## config.mk

```make
export PLATFORM = sky130hd
export DESIGN_NAME = video_sync_gen_flat
export DESIGN_NICKNAME = d
export VERILOG_FILES = /design/src/rtl/video_sync_gen_if.sv /design/src/rtl/video_sync_gen.sv /design/src/flat_wrapper.sv
export SDC_FILE = /design/constraint.sdc
export NUM_CORES = 1
export LEC_CHECK = 0
export ABC_AREA = 1
export CAP_MARGIN = 20
export CORE_ASPECT_RATIO = 1.25
export CORE_MARGIN = 4
export CORE_UTILIZATION = 54
export CTS_CLUSTER_SIZE = 20
export DETAILED_ROUTE_END_ITERATION = 10
export GPL_TIMING_DRIVEN = 0
export PLACE_DENSITY_LB_ADDON = 0.3
export SYNTH_ARGS = -nofsm -noshare
export SYNTH_HDL_FRONTEND = slang
export SYNTH_SLANG_ARGS = --single-unit
```

## constraint.sdc

```tcl
create_clock -name clk -period 2.6 [get_ports clk]
set_clock_uncertainty 0.2 [all_clocks]
set_input_delay 0.78 -clock clk [delete_from_list [all_inputs] [get_ports clk]]
set_output_delay 0.78 -clock clk [all_outputs]
set_load 0.01 [all_outputs]
```

## src/rtl/video_sync_gen_if.sv

```systemverilog
// Video timing bundle: the pixel enable going into the generator and every
// registered timing output coming back out of it.
//
// pix_ce protocol: there is no valid/ready pair here. pix_ce is a plain
// qualifier sampled on each clk edge. An edge with pix_ce=1 advances the
// raster by one pixel. An edge with pix_ce=0 holds every output, and the
// line_end and frame_start pulses are 0 after that edge.
interface video_sync_gen_if;
  logic       pix_ce;
  logic       hsync;
  logic       vsync;
  logic       hblank;
  logic       vblank;
  logic       active;
  logic [9:0] x;
  logic [9:0] y;
  logic       line_end;
  logic       frame_start;

  // Timing generator side
  modport master (
    input  pix_ce,
    output hsync, vsync, hblank, vblank, active, x, y, line_end, frame_start
  );

  // Pixel consumer side
  modport slave (
    output pix_ce,
    input  hsync, vsync, hblank, vblank, active, x, y, line_end, frame_start
  );
endinterface

```

## src/rtl/video_sync_gen.sv

```systemverilog
// Raster timing generator.
// It contains a horizontal counter and a vertical counter. Every output is
// decoded from the next counter values and registered on the same edge as
// the counters, so each output always describes the current x/y.
// Each total (sum of the four porch/sync/visible terms) must be <= 1024.
module video_sync_gen #(
  parameter int H_VISIBLE   = 640,
  parameter int H_FRONT     = 16,
  parameter int H_SYNC      = 96,
  parameter int H_BACK      = 48,
  parameter int V_VISIBLE   = 480,
  parameter int V_FRONT     = 10,
  parameter int V_SYNC      = 2,
  parameter int V_BACK      = 33,
  parameter bit SYNC_ACTIVE = 1'b0
) (
  input  logic              clk,
  input  logic              clr,
  video_sync_gen_if.master  vif
);

  localparam int H_TOTAL = H_VISIBLE + H_FRONT + H_SYNC + H_BACK;
  localparam int V_TOTAL = V_VISIBLE + V_FRONT + V_SYNC + V_BACK;

  // The decode constants are 11 bits wide so that an end bound equal to
  // 1024 can still be represented.
  localparam logic [10:0] H_LAST   = 11'(H_TOTAL - 1);
  localparam logic [10:0] V_LAST   = 11'(V_TOTAL - 1);
  localparam logic [10:0] H_VIS    = 11'(H_VISIBLE);
  localparam logic [10:0] V_VIS    = 11'(V_VISIBLE);
  localparam logic [10:0] HS_START = 11'(H_VISIBLE + H_FRONT);
  localparam logic [10:0] HS_END   = 11'(H_VISIBLE + H_FRONT + H_SYNC);
  localparam logic [10:0] VS_START = 11'(V_VISIBLE + V_FRONT);
  localparam logic [10:0] VS_END   = 11'(V_VISIBLE + V_FRONT + V_SYNC);

  logic [9:0] hcount, vcount;
  logic [9:0] h_next, v_next;
  logic [10:0] h_ext, v_ext;

  logic hblank_d, vblank_d, hsync_on, vsync_on, line_end_d, frame_start_d;

  logic hsync_q, vsync_q, hblank_q, vblank_q, active_q;
  logic line_end_q, frame_start_q;

  // Next raster position: x wraps at the end of the line, and y steps only on that wrap
  always_comb begin
    h_next = hcount + 10'd1;
    v_next = vcount;
    if ({1'b0, hcount} == H_LAST) begin
      h_next = '0;
      if ({1'b0, vcount} == V_LAST) v_next = '0;
      else                          v_next = vcount + 10'd1;
    end
  end

  // Decode the next position, so the registered outputs line up with the registered counters
  always_comb begin
    h_ext         = {1'b0, h_next};
    v_ext         = {1'b0, v_next};
    hblank_d      = (h_ext >= H_VIS);
    vblank_d      = (v_ext >= V_VIS);
    hsync_on      = (h_ext >= HS_START) && (h_ext < HS_END);
    vsync_on      = (v_ext >= VS_START) && (v_ext < VS_END);
    line_end_d    = (h_ext == H_LAST);
    frame_start_d = (h_next == 10'd0) && (v_ext == V_VIS);
  end

  // Counters and registered outputs; hold while pix_ce is low, and pulses last one enabled edge only
  always_ff @(posedge clk or posedge clr) begin
    if (clr) begin
      hcount        <= '0;
      vcount        <= '0;
      hblank_q      <= 1'b0;
      vblank_q      <= 1'b0;
      active_q      <= 1'b1;
      hsync_q       <= !SYNC_ACTIVE;
      vsync_q       <= !SYNC_ACTIVE;
      line_end_q    <= 1'b0;
      frame_start_q <= 1'b0;
    end else if (vif.pix_ce) begin
      hcount        <= h_next;
      vcount        <= v_next;
      hblank_q      <= hblank_d;
      vblank_q      <= vblank_d;
      active_q      <= !hblank_d && !vblank_d;
      hsync_q       <= hsync_on ? SYNC_ACTIVE : !SYNC_ACTIVE;
      vsync_q       <= vsync_on ? SYNC_ACTIVE : !SYNC_ACTIVE;
      line_end_q    <= line_end_d;
      frame_start_q <= frame_start_d;
    end else begin
      line_end_q    <= 1'b0;
      frame_start_q <= 1'b0;
    end
  end

  assign vif.x           = hcount;
  assign vif.y           = vcount;
  assign vif.hsync       = hsync_q;
  assign vif.vsync       = vsync_q;
  assign vif.hblank      = hblank_q;
  assign vif.vblank      = vblank_q;
  assign vif.active      = active_q;
  assign vif.line_end    = line_end_q;
  assign vif.frame_start = frame_start_q;

endmodule

```

## src/flat_wrapper.sv

```systemverilog
// flat-port wrapper written by rule: the top's interface ports become plain ports
module video_sync_gen_flat 
#(
  parameter int H_VISIBLE   = 640,
  parameter int H_FRONT     = 16,
  parameter int H_SYNC      = 96,
  parameter int H_BACK      = 48,
  parameter int V_VISIBLE   = 480,
  parameter int V_FRONT     = 10,
  parameter int V_SYNC      = 2,
  parameter int V_BACK      = 33,
  parameter bit SYNC_ACTIVE = 1'b0
)
  (clk, clr, vif_pix_ce, vif_hsync, vif_vsync, vif_hblank, vif_vblank, vif_active, vif_x, vif_y, vif_line_end, vif_frame_start);
  video_sync_gen_if vif_i ();
  input  logic clk;
  input  logic clr;
  input wire logic [$bits(vif_i.pix_ce)-1:0] vif_pix_ce;
  output wire logic [$bits(vif_i.hsync)-1:0] vif_hsync;
  output wire logic [$bits(vif_i.vsync)-1:0] vif_vsync;
  output wire logic [$bits(vif_i.hblank)-1:0] vif_hblank;
  output wire logic [$bits(vif_i.vblank)-1:0] vif_vblank;
  output wire logic [$bits(vif_i.active)-1:0] vif_active;
  output wire logic [$bits(vif_i.x)-1:0] vif_x;
  output wire logic [$bits(vif_i.y)-1:0] vif_y;
  output wire logic [$bits(vif_i.line_end)-1:0] vif_line_end;
  output wire logic [$bits(vif_i.frame_start)-1:0] vif_frame_start;
  assign vif_i.pix_ce = vif_pix_ce;
  assign vif_hsync = vif_i.hsync;
  assign vif_vsync = vif_i.vsync;
  assign vif_hblank = vif_i.hblank;
  assign vif_vblank = vif_i.vblank;
  assign vif_active = vif_i.active;
  assign vif_x = vif_i.x;
  assign vif_y = vif_i.y;
  assign vif_line_end = vif_i.line_end;
  assign vif_frame_start = vif_i.frame_start;
  video_sync_gen #(.H_VISIBLE(H_VISIBLE), .H_FRONT(H_FRONT), .H_SYNC(H_SYNC), .H_BACK(H_BACK), .V_VISIBLE(V_VISIBLE), .V_FRONT(V_FRONT), .V_SYNC(V_SYNC), .V_BACK(V_BACK), .SYNC_ACTIVE(SYNC_ACTIVE)) u_core (.clk(clk), .clr(clr), .vif(vif_i));
endmodule
```

==> results of run 1 <==
logic make-up (layout without fill, tap and decap cells):
family / Yosys count / after routing / share of synthesized area [%]
simple gates: 152 / 152 / 38.5
flops: 27 / 27 / 35.7
fa+ha+maj: 5 / 5 / 3.29
buf+inv: 47 / 81 / 10.2
compound gates: 34 / 34 / 10.9
xor+xnor: 3 / 3 / 1.38
routing by layer:
metal	track usage (%)	vias up	routed length, um
met5	0	-	0
met4	12.3	0	179
met3	2.95	19	222
met2	36.6	67	2300
met1	27.6	859	1890
li1	-	915	-
stage by stage:
step / power, mW / area [sq um] / hold slack, ns
after detailed placement: 1.34 / 2240 / 0.288
after global placement: 1.33 / 2240 / 0.262
after CTS: 1.59 / 2290 / 0.303
after floorplan: 1.05 / 1900 / 0.274
final: 1.58 / 2310 / 0.309
after global routing: 1.71 / 2310 / 0.340
tightest hold or removal path: stages (launching register included):
cell and delay (ns):
dfstp_2 0.38, nand2_1 0.07, nand2_1 0.06
path summary, 6_finish.rpt:
| check | cells after the start | to | slack [ns] |
|---|---|---|---|
| max | 4 | u_core.vif.x[7] | 0.18 |
| min | 2 | u_core.vif.active | 0.31 |
| max reg2reg | 10 | u_core.vif.frame_start | 0.37 |
| min reg2reg | 2 | u_core.vif.active | 0.31 |
| max in group asynchronous | 3 | u_core.vif.hsync | 1.24 |
| min in group asynchronous | 2 | u_core.vif.hblank | 0.51 |
flip-flops by register name (all words and copies together) (netlist names):
| signal | cells |
|---|---|
| u_core.vif.vblank | 1 |
| u_core.vif.line_end | 1 |
| u_core.vif.x | 10 |
| u_core.vif.active | 1 |
| u_core.vif.frame_start | 1 |
| u_core.vif.y | 10 |
| u_core.vif.hsync | 1 |
| u_core.vif.hblank | 1 |
| u_core.vif.vsync | 1 |
cell type report:
cell class	instances	area, sq um
well taps	37	46.3
clock inverters	1	5.00
fillers	277	996
flip-flops and latches	27	679
inverters	39	146
multi-input cells	194	1030
plain buffers	8	47.5
repair buffers	30	318
clock buffers	3	41.3
placed cells by master, fill, tap and decap left out:
cell | Yosys | layout
o21ai_1 | 3 | 3
buf_16 | 0 | 1
nor2_2 | 10 | 10
buf_1 | 1 | 1
nand3_2 | 4 | 4
buf_6 | 2 | 2
nor2_1 | 25 | 25
dfstp_2 | 3 | 3
o211ai_2 | 2 | 2
xor2_1 | 3 | 3
inv_2 | 1 | 1
ha_1 | 5 | 5
o21a_1 | 3 | 3
dfrtp_1 | 24 | 24
nor3b_2 | 1 | 1
or2_2 | 1 | 1
a21oi_1 | 2 | 2
clkbuf_8 | 0 | 3
inv_1 | 37 | 37
buf_2 | 2 | 2
a21oi_2 | 1 | 1
nand4_2 | 1 | 1
clkinv_2 | 0 | 1
o21bai_1 | 4 | 4
clkinv_1 | 1 | 1
nand3_4 | 1 | 1
o21ai_0 | 18 | 18
clkbuf_1 | 3 | 3
nand2_1 | 68 | 68
nand3b_1 | 1 | 1
a31oi_1 | 1 | 1
clkdlybuf4s50_1 | 0 | 29
nor3_1 | 3 | 3
nand2_2 | 8 | 8
nand3_1 | 21 | 21
nand4_1 | 7 | 7
nor2_4 | 1 | 1
where the power goes:
| part | total [mW] | internal [mW] | switching (mW) |
|---|---|---|---|
| clock network | 0.238 | 0.107 | 0.131 |
| logic | 0.700 | 0.317 | 0.383 |
| registers | 0.646 | 0.515 | 0.131 |
==> results.toml, run 1 <==
[yosys]
synth_area_sq_um = 1900
synth_cell_types = 33
syn_avg_cell_area_sq_um = 7.10
synth_edf_count = 0
ys_ff_latch = 27
ys_warn_count = 0
synthTopCellsByArea = "dfrtp_1 32%, nand2_1 13%, inv_1 7.3%"
async_flop_share_pct = 100
netlist_instances = 268
syn_nets = 276
synth_top_area_share_pct = 31.6
netlist.top_cell.by_area = "dfrtp_1"
synth.most_common_cell = "nand2_1"
synth_common_cells = "68 x nand2_1, 37 x inv_1, 25 x nor2_1"
synth-main-ff-cell = "dfrtp_1"
ys_seq_area_share_pct = 35.7

[clock_network]
numClockSinks = 27
htreeDepth = 1
cts.path.max_buffers = 2
cts_tree = "yes"
hold_buffers = 0
clk-insertion-delay-late_ns = 0.27
cts_root_buffer = "clkbuf_8"
cts_setup_buffers = 0
clk_pin_slew_worst_paths_ns = 0.09
cts-resized-gates = 0
cts_made_buffers = 3

[sta]
fin_ws_ns = 0.182
relSlewSlack_pct = 62.2
fin_crit_ns = 2.42
setup_tns_ns = 0
setup_viol = 0
period_share_pct = 93.0
finalHoldViolCount = 0
worstMarginPinSlew_ns = 0.567
drv_slew = 0
rsz0062_at_grt = "false"
fmax_mhz = 414

[grt]
grt_overflow_total = 0
grt_pass1_wl_mm = 7.78
grt_start_max_net_pins = 28
grt_pass1_vias = 1836
antenna_found_initial = 0
grt_usage_pct = 22.3

[drt]
drt_iter0_drc = 122
routed_via_density = 5.49
drt_wl_total_mm = 4.59
vias = 1860
drc = 0
antenna_left = 0
firstDrtPassIters = 4
routedWlPerCell_um = 13.5

[critical_path]
worst-path-buf-inv = 3
critPathArrivalTime_ns = 2.36
path_cells = "clkdlybuf4s50_1, clkbuf_1, buf_1, o21bai_1"
critPathKind = "input pin to flip-flop"
slowest_stage = "buf_1"
worst_setup_path_end_kind = "flip-flop"
worstReg2RegStart = "u_core.vif.x[1]"
start_kind = "input pin"
critical_path_required_ns = 2.54
critPathTopFamily = "buffers and inverters"
cpPeakStageDelay_ns = 0.51
worstPathMaxFanout = 10
startpoint = "vif_pix_ce"

[layout]
final_nets = 311
layoutNonFillerInstCount = 339
synthToLayoutAreaGrowth_pct = 21.6
drive_gt1_share_pct = 14.2
diodes = 0
finish.utilization_pct = 69.9

[die]
die_x_um = 61.1
fp.coreArea_sq_um = 3310
die_y_um = 74.4
start_util_pct = 57.5
io_pins = 30
die_area_sq_um = 4540
rows = 23

[run_status]
outcome = "finished clean"

[job]
cap_violations = 0

[hold_path]
hp-class = "flip-flop to flip-flop"
holdCritStartpoint = "u_core.vif.active"

[power]
p_leak_nw = 1.04
powerDensity_nw_per_um2 = 685
vdd.ir_drop.worst_uv = 498

[placed_design]
gp_congestion = 0.933
dpl_worst_slack_ns = -0.00200
dp.cells = 334
place_hpwl_mm = 3.38
numPortBuffers = 29
(Power assumes the default switching activity.)
==> inputs of run 2 (changes only) <==
--- a/config.mk
+++ b/config.mk
@@ -8,7 +8,6 @@
 export ABC_AREA = 1
 export CAP_MARGIN = 20
 export CORE_ASPECT_RATIO = 1.25
-export CORE_MARGIN = 4
 export CORE_UTILIZATION = 54
 export CTS_CLUSTER_SIZE = 20
 export DETAILED_ROUTE_END_ITERATION = 10
==> results.toml, run 2 (same netlist as run 1, synthesis figures left out) <==
[sta]
rsz0062_at_grt = "false"
whs_ns = 0.275
fmax_mhz = 422
drv_slew = 0
relSlewSlack_pct = 65.7
finalHoldViolCount = 0
setup_viol = 0
worstMarginPinSlew_ns = 0.515
period_share_pct = 91.2
fin_crit_ns = 2.37
setup_tns_ns = 0

[layout]
diodes = 0
fillCellCount = 278
drive_gt1_share_pct = 14.2
multi_input_area_sq_um = 1030
final_common_cell = "nand2_1"
synthToLayoutAreaGrowth_pct = 21.7
final_cell_mix = "68 x nand2_1, 37 x inv_1, 29 x clkdlybuf4s50_1"
final_nets = 311
register_area_sq_um = 679
finish.utilization_pct = 70.6
final_area_sq_um = 2320

[grt]
grt_usage_pct = 26.9
antenna_found_initial = 0
grt_pass1_vias = 1701
grt_start_max_net_pins = 28
grt_pass1_wl_mm = 7.40
grt_overflow_total = 0

[critical_path]
worstPathMaxFanout = 6
slowest_stage = "clkdlybuf4s50_1"
critPathTopFamily = "buffers and inverters"
path_cells = "clkdlybuf4s50_1"
worstReg2RegStart = "u_core.vif.x[1]"
startpoint = "u_core.vif.y[3]"
r2r_end = "u_core.vif.frame_start"
cpPeakStageDelay_ns = 0.60
r2r.worst_path.cells = 10
start_kind = "flip-flop"
critPathArrivalTime_ns = 1.39
ff2ff_setup_slack_ns = 0.39
critPathKind = "flip-flop to output port"
worst_setup_path_end_kind = "output port"
worst-path-buf-inv = 1
critical_path_required_ns = 1.62

[placed_design]
gp_congestion = 0.843
numPortBuffers = 29
place_hpwl_mm = 3.37
placement.cell_area_sq_um = 2240

[die]
die_x_um = 55.1
fp.coreArea_sq_um = 3280
start_util_pct = 58.0
rows = 23
io_pins = 30
die_area_sq_um = 3770
die_y_um = 68.4

[drt]
drt_iter0_drc = 48
antenna_left = 0
drc = 0
vias = 1818
drt_wl_total_mm = 4.53
firstDrtPassIters = 4
routedWlPerCell_um = 13.4
routed_via_density = 5.36

[run_status]
outcome = "finished clean"

[clock_network]
clk-insertion-delay-late_ns = 0.27
hold_buffers = 0
cts-resized-gates = 0
clk_pin_slew_worst_paths_ns = 0.10
cts_setup_buffers = 0
cts_tree = "yes"
htreeDepth = 1
cts.path.max_buffers = 2
numClockSinks = 27
cts_root_buffer = "clkbuf_8"
cts_made_buffers = 3

[power]
vdd.ir_drop.worst_uv = 529
power_switching_uw = 652
powerDensity_nw_per_um2 = 688
p_seq_share_pct = 40.7
pwr-share-comb_pct = 43.9
p_int_uw = 940
p_leak_nw = 1.04
p_clk_share_pct = 15.4
switching_share_pct = 40.9

[job]
cap_violations = 0

[hold_path]
holdCritStartpoint = "u_core.vif.active"
holdPathStages = 2
hp-class = "flip-flop to flip-flop"
min_to = "u_core.vif.active"
==> run 2: changes by cell type in the layout (fill, tap and decap cells not counted), sizes merged <==
cell | before | now
clkinv | 2 | 1
clkinvlp | 0 | 1
==> run 2: worst max-delay path by stage <==
stage,to,cells past startpoint
floorplan,u_core.vif.frame_start,10
global placement,u_core.vif.x[3],4
detailed placement,u_core.vif.y[4],4
CTS,vif_y[3],1
global route,u_core.vif.y[1],5
finish,vif_y[3],1
==> run 2: final cells by class <==
| cell class | count | area share [%] |
|---|---|---|
| clock buffer | 3 | 1.78 |
| buffer | 8 | 2.05 |
| inverter | 39 | 6.32 |
| timing repair buffer | 30 | 13.7 |
| clock inverter | 1 | 0.324 |
| multi-input combinational | 194 | 44.5 |
| tap | 37 | 2.00 |
| sequential | 27 | 29.3 |
==> run 2: per-layer routing <==
metal | GRT usage (%) | wire (um) | vias to the layer above
met1 | 31.9 | 1960 | 843
met5 | 0 | 0 | -
li1 | - | - | 917
met4 | 8.44 | 114 | 0
met2 | 48.9 | 2280 | 48
met3 | 3.11 | 178 | 10
==> run 2: stage by stage <==
stage,total power [mW],setup slack (ns),std cells
2_1_floorplan,1.05,0.641,268
5_1_grt,1.71,0.115,339
6_report,1.59,0.230,339
3_3_place_gp,1.32,-0.0223,334
4_1_cts,1.59,0.223,338
3_5_place_dp,1.34,-0.0621,334
==> run 2: power groups by stage <==
stage / clock, mW / sequential, mW / combinational, mW
3_3_place_gp: 0 / 0.650 / 0.673
2_1_floorplan: 0 / 0.670 / 0.380
5_1_grt: 0.264 / 0.660 / 0.783
6_report: 0.245 / 0.647 / 0.700
4_1_cts: 0.249 / 0.645 / 0.696
3_5_place_dp: 0 / 0.652 / 0.692
==> inputs of run 3 (changes only) <==
--- a/config.mk
+++ b/config.mk
@@ -6,12 +6,13 @@
 export NUM_CORES = 1
 export LEC_CHECK = 0
 export ABC_AREA = 1
-export CAP_MARGIN = 20
+export CAP_MARGIN = 10
 export CORE_ASPECT_RATIO = 1.25
 export CORE_UTILIZATION = 54
 export CTS_CLUSTER_SIZE = 20
 export DETAILED_ROUTE_END_ITERATION = 10
 export GPL_TIMING_DRIVEN = 0
+export HOLD_SLACK_MARGIN = 0.03
 export PLACE_DENSITY_LB_ADDON = 0.3
 export SYNTH_ARGS = -nofsm -noshare
 export SYNTH_HDL_FRONTEND = slang
==> results.toml, run 3 (same netlist as run 1, synthesis figures left out) <==
[run_status]
outcome = "finished clean"

[sta]
setup_viol = 0
fmax_mhz = 420
drv_slew = 0
worstMarginPinSlew_ns = 1.09
fin_crit_ns = 2.38
period_share_pct = 91.6
rsz0062_at_grt = "false"
finalHoldViolCount = 0
relSlewSlack_pct = 27.1

[power]
p_leak_nw = 1.03
finalPower_mw = 1.58
vdd.ir_drop.worst_uv = 530
powerDensity_nw_per_um2 = 692

[drt]
drt_wl_total_mm = 4.51
drt_iter0_drc = 43
routed_via_density = 5.38
vias = 1819
routedWlPerCell_um = 13.3
firstDrtPassIters = 4
antenna_left = 0
drc = 0

[die]
io_pins = 30
die_x_um = 55.1
fp.coreArea_sq_um = 3280
die_y_um = 68.4
rows = 23
die_area_sq_um = 3770
start_util_pct = 58.0

[placed_design]
placement.cell_area_sq_um = 2240
gp_congestion = 0.843
numPortBuffers = 29
place_hpwl_mm = 3.37

[critical_path]
worst-path-buf-inv = 1
critPathKind = "flip-flop to output port"
cp.depth = 1
endpoint = "vif_y[3]"
cpPeakStageDelay_ns = 0.60
start_kind = "flip-flop"
worst_setup_path_end_kind = "output port"
critPathArrivalTime_ns = 1.40
critPathTopFamily = "buffers and inverters"
worstReg2RegStart = "u_core.vif.x[1]"
ff2ff_setup_slack_ns = 0.39
r2r_end = "u_core.vif.frame_start"
r2r.worst_path.cells = 10
worstPathMaxFanout = 6
slowest_stage = "clkdlybuf4s50_1"
startpoint = "u_core.vif.y[3]"
path_cells = "clkdlybuf4s50_1"
critical_path_required_ns = 1.62

[clock_network]
clk_pin_slew_worst_paths_ns = 0.10
hold_buffers = 0
numClockSinks = 27
clk-insertion-delay-late_ns = 0.27
cts_tree = "yes"
htreeDepth = 1
cts_setup_buffers = 0
cts-resized-gates = 0
cts_made_buffers = 3
cts.path.max_buffers = 2
cts_root_buffer = "clkbuf_8"

[grt]
grt_start_max_net_pins = 28
grt_util_met3_pct = 3.11
antenna_found_initial = 0
grt_pass1_vias = 1701
grt_busiest_layer = "met2"
use_met2_pct = 48.9
grt_overflow_total = 0
grt_pass1_wl_mm = 7.40
grt_usage_pct = 26.9
met1_usage_pct = 31.9

[layout]
drive_gt1_share_pct = 14.0
final_area_sq_um = 2290
diodes = 0
final_common_cell = "nand2_1"
synthToLayoutAreaGrowth_pct = 20.2
final_nets = 310
final_cell_mix = "68 x nand2_1, 37 x inv_1, 29 x clkdlybuf4s50_1"

[job]
cap_violations = 0

[hold_path]
hp-class = "flip-flop to flip-flop"
run 3: changes by cell type in the layout (fill, tap and decap cells not counted):
cell	delta
buf_16	-1
run 3: how the worst min path moves through the flow:
| stage | start | endpoint | slack [ns] | cells past startpoint |
|---|---|---|---|---|
| 6_report | u_core.vif.active | u_core.vif.active | 0.28 | 2 |
| 5_1_grt | u_core.vif.active | u_core.vif.active | 0.31 | 2 |
| 4_1_cts | u_core.vif.active | u_core.vif.active | 0.28 | 2 |
| 3_5_place_dp | u_core.vif.active | u_core.vif.active | 0.26 | 2 |
| 3_3_place_gp | u_core.vif.active | u_core.vif.active | 0.26 | 2 |
| 2_1_floorplan | u_core.vif.active | u_core.vif.active | 0.27 | 2 |
run 3: routing by layer:
metal | vias up | part of all wire [%] | wire length (um)
li1 | 917 | - | -
met1 | 844 | 43 | 1940
met2 | 48 | 51 | 2280
met3 | 10 | 3.8 | 173
met4 | 0 | 2.6 | 116
met5 | - | 0 | 0
run 3: cell type report:
cell class	count	area (sq um)
Tap cell	37	46.3
Clock buffer	3	41.3
Multi-Input combinational cell	194	1030
Inverter	39	146
Timing Repair Buffer	29	290
Clock inverter	1	7.51
Fill cell	282	992
Buffer	8	47.5
Sequential cell	27	679
run 3: power by group:
| part | switching [mW] | total (mW) | internal (mW) |
|---|---|---|---|
| combinational | 0.381 | 0.694 | 0.313 |
| sequential | 0.131 | 0.646 | 0.515 |
| clock | 0.136 | 0.245 | 0.109 |
| total | 0.648 | 1.58 | 0.936 |
run 3: stage by stage:
stage / worst slack [ns] / instances / util, % / TNS (ns) / hold slack (ns)
3_5_place_dp: -0.0621 / 334 / 68.3 / -0.450 / 0.263
6_report: 0.220 / 338 / 69.8 / 0 / 0.275
5_1_grt: 0.115 / 338 / 69.8 / 0 / 0.314
3_3_place_gp: -0.0223 / 334 / 68.3 / -0.112 / 0.262
2_1_floorplan: 0.641 / 268 / - / 0 / 0.274
4_1_cts: 0.223 / 338 / 69.8 / 0 / 0.279
